### config.mk
export PLATFORM = sky130hd
export DESIGN_NAME = pc_stack_seq
export DESIGN_NICKNAME = d
export VERILOG_FILES = /design/src/rtl/pc_stack_seq.sv
export SDC_FILE = /design/constraint.sdc
export NUM_CORES = 1
export LEC_CHECK = 0
export CAP_MARGIN = 20
export CORE_ASPECT_RATIO = 2
export CORE_MARGIN = 5
export CORE_UTILIZATION = 43
export CTS_CLUSTER_DIAMETER = 120
export DETAILED_ROUTE_END_ITERATION = 16
export HOLD_SLACK_MARGIN = 0.05
export PLACE_DENSITY = 0.61
export RECOVER_POWER = 100
export SYNTH_ARGS = -nofsm -noshare
export SYNTH_HDL_FRONTEND = slang
export SYNTH_SLANG_ARGS = --single-unit
export TNS_END_PERCENT = 10
### constraint.sdc
create_clock -name clk -period 4.4 [get_ports clk]
set_input_delay 1.1 -clock clk [delete_from_list [all_inputs] [get_ports clk]]
set_output_delay 1.1 -clock clk [all_outputs]
set_load 0.1 [all_outputs]
### src/rtl/pc_stack_seq.sv
// Multicycle program counter with a fixed-length phase counter and an internal
// return-address stack providing CALL/RET, with sticky overflow/underflow flags.
module pc_stack_seq #(
    parameter int unsigned    AW         = 8,
    parameter int unsigned    STEPS      = 4,
    parameter int unsigned    DEPTH      = 4,
    parameter logic [AW-1:0]  RESET_ADDR = '0
) (
    input  logic                     clk,
    input  logic                     reset,
    input  logic                     enable,
    input  logic                     finish,
    input  logic                     load,
    input  logic                     inc,
    input  logic                     call,
    input  logic                     ret,
    input  logic [AW-1:0]            C_bus,
    output logic [AW-1:0]            ins_address,
    output logic [$clog2(STEPS)-1:0] phase,
    output logic                     running,
    output logic                     stack_overflow,
    output logic                     stack_underflow
);

    localparam int unsigned PW  = $clog2(STEPS);
    localparam int unsigned SPW = $clog2(DEPTH + 1);
    localparam int unsigned IW  = (DEPTH > 1) ? $clog2(DEPTH) : 1;

    typedef enum logic {
        IDLE = 1'b0,
        RUN  = 1'b1
    } state_t;

    state_t          state_q, state_d;
    logic [PW-1:0]   phase_q, phase_d;
    logic [AW-1:0]   addr_q, addr_d;
    logic [SPW-1:0]  sp_q, sp_d;
    logic            ovf_q, ovf_d;
    logic            udf_q, udf_d;
    logic            push;
    logic [AW-1:0]   stack_q [DEPTH];

    logic            last_phase;
    logic            stack_empty;
    logic            stack_full;
    logic [IW-1:0]   top_idx;
    logic [IW-1:0]   wr_idx;

    assign last_phase  = (phase_q == PW'(STEPS - 1));
    assign stack_empty = (sp_q == '0);
    assign stack_full  = (sp_q == SPW'(DEPTH));
    assign top_idx     = IW'(sp_q - 1'b1);
    assign wr_idx      = IW'(sp_q);

    always_ff @(posedge clk) begin
        if (reset) begin
            state_q <= IDLE;
            phase_q <= '0;
            addr_q  <= RESET_ADDR;
            sp_q    <= '0;
            ovf_q   <= 1'b0;
            udf_q   <= 1'b0;
        end else begin
            state_q <= state_d;
            phase_q <= phase_d;
            addr_q  <= addr_d;
            sp_q    <= sp_d;
            ovf_q   <= ovf_d;
            udf_q   <= udf_d;
        end
    end

    // Stack contents need no reset; the pointer alone defines validity.
    always_ff @(posedge clk) begin
        if (!reset && push) begin
            stack_q[wr_idx] <= addr_q + 1'b1;
        end
    end

    always_comb begin
        state_d = state_q;
        phase_d = phase_q;
        addr_d  = addr_q;
        sp_d    = sp_q;
        ovf_d   = ovf_q;
        udf_d   = udf_q;
        push    = 1'b0;
        case (state_q)
            IDLE: begin
                if (enable) begin
                    state_d = RUN;
                end
            end
            RUN: begin
                if (!finish) begin
                    phase_d = last_phase ? '0 : phase_q + 1'b1;
                    // Commit: ret > call > load > inc; losers are dropped.
                    if (last_phase) begin
                        if (ret) begin
                            if (stack_empty) begin
                                udf_d = 1'b1;
                            end else begin
                                addr_d = stack_q[top_idx];
                                sp_d   = sp_q - 1'b1;
                            end
                        end else if (call) begin
                            if (stack_full) begin
                                ovf_d = 1'b1;
                            end else begin
                                push   = 1'b1;
                                sp_d   = sp_q + 1'b1;
                                addr_d = C_bus;
                            end
                        end else if (load) begin
                            addr_d = C_bus;
                        end else if (inc) begin
                            addr_d = addr_q + 1'b1;
                        end
                    end
                end
            end
            default: state_d = IDLE;
        endcase
    end

    assign ins_address     = addr_q;
    assign phase           = phase_q;
    assign running         = (state_q == RUN);
    assign stack_overflow  = ovf_q;
    assign stack_underflow = udf_q;

endmodule

* Word level (Yosys, flattened, before mapping) *
Memories as Yosys holds them, arrays and structs flattened.
Index checks and enable logic that the tools add are counted.

storage, ports and cells
  register bits after elaboration = 16
  latch bits = 0
  RAM bits = 32
  ROM bits = 0
  bits of input ports = 16
  output and inout bits = 13
  logic and storage cells = 49
  memories = 1

memory list
  name     depth  width  read ports  clocked after Yosys merged registers in  write ports  RTL line  text
  stack_q  4      8      1           0                                        1            41        logic [AW-1:0] stack_q [DEPTH];

cells by class
  add/subtract/negate cells = 4
  multiply operators = 0
  div/mod/pow operators = 0
  magnitude comparators = 0
  equal/unequal tests = 5
  shift operators = 0
  multiplexer cells = 21
  bitwise logic cells = 2
  reduce and logical (&&, ||, !) cells = 10

operators by type and width
  cell                                              count
  2-to-1 mux 8 bit                                  6
  AND reduction 6 bit                               3
  2-to-1 mux 3 bit                                  4
  2-to-1 mux 1 bit                                  10
  adder 8 x 1 -> 8 bit, second input constant       1
  AND reduction 5 bit                               1
  != test 2 bit, second input constant              2
  nonzero test 4 bit                                1
  adder 3 x 1 -> 3 bit, second input constant       1
  == test 3 bit, second input constant              1
  logical NOT 3 bit                                 1
  != test 3 bit, second input constant              1
  subtractor 3 x 1 -> 3 bit, second input constant  1
  adder 2 x 1 -> 2 bit, second input constant       1
  == test 2 bit, second input constant              1
  2-to-1 mux 2 bit                                  1
  NOT 1 bit                                         2
  AND reduction 2 bit                               1
  nonzero test 2 bit                                1
  logical AND 1 bit                                 1
  logical NOT 1 bit                                 1

* Logic depth before layout (Yosys ltp) *
  depth after elaboration = 10
  mapped depth = 9
  depth with buffers taken out = 6

* Least setup slack after synthesis *
No wires, ideal clock.

  path kind = register to register
  from = register phase_q[0] (netlist: phase[0])
  to = memory stack_q[0][0] (enable)
  arrival time = 2.136 ns
  required time = 4.068 ns
  path slack = 1.932 ns
  stages on the path, launching flop included = 6
  period minus slack after synthesis = 2.468 ns
  cell sequence = dfxtp_1 > ha_1 > and3b_1 > nand3_1 > nor3b_1 > and2_1

on the way
  longest elaborated chain between the ends = 7

ends and longest elaborated chain
  what                                    RTL line  text
  from (decl)                             35        logic [PW-1:0] phase_q, phase_d;
  from (signal assigned)                  65        phase_q <= phase_d;
  == test 2 bit                           49        assign last_phase = (phase_q == PW'(STEPS - 1));
  2-to-1 mux 1 bit                        98        if (last_phase) begin
  2-to-1 mux 1 bit                        95        if (!finish) begin
  2-to-1 mux 1 bit                        88        case (state_q)
  logical AND 1 bit                       75        if (!reset && push) begin
  2-to-1 mux 1 bit                        75
  2-to-1 mux 1 bit (not written as such)  76        stack_q[wr_idx] <= addr_q + 1'b1;
  to (decl)                               41

Every way passes these cells.

* Worst setup path after layout *
  from = input port ret
  to = memory stack_q[3][0] (enable)

on the way
  longest elaborated chain between the ends = 7

ends and longest elaborated chain
  what                                    RTL line  text
  from (decl)                             16        input logic ret,
  2-to-1 mux 1 bit                        99        if (ret) begin
  2-to-1 mux 1 bit                        98
  2-to-1 mux 1 bit                        95
  2-to-1 mux 1 bit                        88
  logical AND 1 bit                       75
  2-to-1 mux 1 bit                        75
  2-to-1 mux 1 bit (not written as such)  76

Every way passes these cells.

==> impl_metrics.json <==
{
  "n_fill_cell": 455,
  "area_growth_pct": 17.6,
  "layout_common_cells": "edfxtp_1 (32), dfxtp_1 (16), dlygate4sd3_1 (15), nor2_1 (13), clkdlybuf4s50_1 (13)",
  "r2r-end": "stack_q[3][0]$_DFFE_PP_",
  "muxShareOfSynthArea_pct": 9.89,
  "drt-total-wl_mm": 5.10,
  "leakagePower_nw": 0.909,
  "setup.reg_to_reg.worst_slack_ns": 1.73,
  "yosys.area_share.xor_xnor_pct": 3.11,
  "ys_seq_elements": 48,
  "rr_startpoint": "sp_q[0]$_SDFFE_PP0P_",
  "fin_crit_ns": 3.32,
  "ios": 29,
  "drv_cap": 0,
  "drt_iter0_markers": 43,
  "total_power_mw": 0.805,
  "synth_fa_ha_area_share_pct": 3.89,
  "slew_viol_final": 0,
  "dp.final_hpwl_mm": 3.93,
  "skew_ns": 0.00303,
  "synth_ff_type": "edfxtp_1",
  "drive_gt1_share_pct": 13.4,
  "clkLatencyLatePin_ns": 0.30,
  "num_rows": 37,
  "clock_sinks": 48,
  "synth_nets": 196,
  "clkTransAtPathRegs_ns": 0.09,
  "dp_cells": 252,
  "antenna_found_initial": 0,
  "setup_violations": 0,
  "vias_per_cell": 5.61,
  "grt_pass1_wl_mm": 8.17,
  "hold_end": "stack_underflow$_SDFFE_PP0P_",
  "critPathMaxFanout": 19,
  "arrival_ns": 3.26,
  "slew_headroom_pct": 33.5,
  "multi_input_area_um2": 886,
  "synthCells": 173,
  "synth-edff-count": 32,
  "start_util_pct": 43.8,
  "place.gp.congestion": 0.875,
  "syn_area_mm2": 0.00225,
  "numPortBuffers": 28,
  "regArea_mm2": 0.00128,
  "rsz0062_at_grt": "no",
  "clockBufferDepth": 2,
  "post_cts_buffers": 0,
  "htreeDepth": 2,
  "synth_compound_area_share_pct": 11.4,
  "core-area_mm2": 0.00514,
  "min_from": "stack_underflow$_SDFFE_PP0P_",
  "yosys.area_share.simple_pct": 11.1,
  "grt_usage_pct": 16.6,
  "ff2ff_path_depth": 5,
  "syn_area_per_cell_um2": 13.0,
  "dieWidth_um": 61.2,
  "power_density_mw_per_mm2": 304,
  "ctsResizeCount": 0,
  "final_nets": 224,
  "wl_per_cell_um": 19.6,
  "ir_worst_vdd_mv": 0.270,
  "hold_class": "reg2reg",
  "async_reset_ff_share_pct": 0,
  "cts_buffers": 5,
  "period_share_pct": 75.4,
  "die_height_um": 112,
  "fmax_mhz": 302,
  "yosys_warnings": 0,
  "min_path_cells": 2,
  "dieArea_mm2": 0.00687,
  "layout.cells.non_filler": 260,
  "tightest_slew_ns": 0.994,
  "root_buffer": "clkbuf_8",
  "num_vias": 1459,
  "seq_area_frac_synth_pct": 56.9,
  "drcViolationCount": 0,
  "synth_top_family_by_area": "compound AO/OA/AOI/OAI gates",
  "crit_type": "in2reg",
  "tns_ns": 0,
  "dr.pass1.iters": 4,
  "ys_types": 43,
  "antenna_cells": 0,
  "layout_commonest_cell": "edfxtp_1",
  "ant_nets": 0,
  "final-hold-violation-count": 0,
  "grt-ovfl-total": 0,
  "whs_ns": 0.473,
  "grt_max_degree": 20,
  "worstSetupEndpointType": "flop",
  "critPathLaunchType": "input pin",
  "required_ns": 4.34,
  "cts_tree": "built",
  "grt_pass1_vias": 1587,
  "status": "finished clean",
  "cts_hold_buffers": 0
}
## cells by family after synthesis
| kind of cell | Yosys count |
|---|---|
| simple gates | 48 |
| compound gates | 35 |
| mux | 12 |
| flops | 48 |
| xor+xnor | 8 |
| buf+inv | 15 |
| fa+ha+maj | 7 |
## state kept, by name (all words and copies together), names as in the netlist
signal           flops
phase                2
sp_q                 3
stack_q             32
ins_address          8
running              1
stack_overflow       1
stack_underflow      1
## layer usage
metal | track usage (%) | vias up | share of wire, %
met1 | 17.4 | 699 | 36
met3 | 3.34 | 10 | 4.1
met4 | 8.10 | 0 | 3.0
li1 | - | 708 | -
met5 | 0 | - | 0
met2 | 29.6 | 42 | 57
## worst max path at each step
stage,from,to,slack [ns],cells after the start
after floorplan,phase[0]$_SDFFE_PP0P_,stack_q[0][0]$_DFFE_PP_,1.93,5
after global placement,ret,stack_q[3][1]$_DFFE_PP_,0.96,5
after detailed placement,ret,stack_q[3][1]$_DFFE_PP_,0.87,5
after CTS,ret,stack_q[3][2]$_DFFE_PP_,1.20,5
after global routing,ret,stack_q[3][4]$_DFFE_PP_,0.92,5
final,ret,stack_q[3][0]$_DFFE_PP_,1.08,5
## synth_stat cells (all sizes together) (2+ instances only)
master	instances	area share [%]
buf	4	1.8
mux2	2	1.0
or2	2	0.56
dfxtp	16	14
a311oi	2	1.3
and2	4	1.1
nand2b	4	1.1
xor2	5	1.9
nand3	5	1.1
ha	7	3.9
nor3	3	0.67
clkbuf	4	0.72
a31o	2	0.78
mux4	8	8.0
o311ai	2	0.78
a211oi	2	0.89
o2111ai	2	0.78
a31oi	3	0.83
nand2	8	1.3
mux2i	2	0.89
o211ai	2	0.67
xnor2	3	1.2
a21oi	6	1.3
nor2	13	2.2
edfxtp	32	43
o21ai	10	2.2
inv	7	1.2
## final cells by class
type | count | share of cell area (%)
Clock buffer | 6 | 3.12
Clock inverter | 2 | 0.520
Inverter | 7 | 0.993
Tap cell | 58 | 2.74
Timing Repair Buffer | 29 | 10.7
Sequential cell | 48 | 48.4
Multi-Input combinational cell | 110 | 33.5
## critical path, stage by stage
cell           delay [ns]
dlygate4sd3_1        0.79
inv_1                0.26
nand3_1              0.12
nor3b_1              0.42
and2_0               0.56
## report_power, final
| part | switching, mW | internal (mW) | leakage (nW) |
|---|---|---|---|
| logic | 0.0294 | 0.0216 | 0.462 |
| clock network | 0.148 | 0.129 | 0.0516 |
| registers | 0.00137 | 0.476 | 0.395 |
| total | 0.179 | 0.626 | 0.909 |
## per-stage QoR
stage               utilization, %  setup WS (ns)  area, um^2
global route                  51.5          0.922        2650
finish                        51.5           1.08        2650
global placement              49.7          0.960        2550
CTS                           51.6           1.20        2650
detailed placement            49.7          0.874        2550
floorplan                        -           1.93        2250
Power figures use the tool's default switching activity.
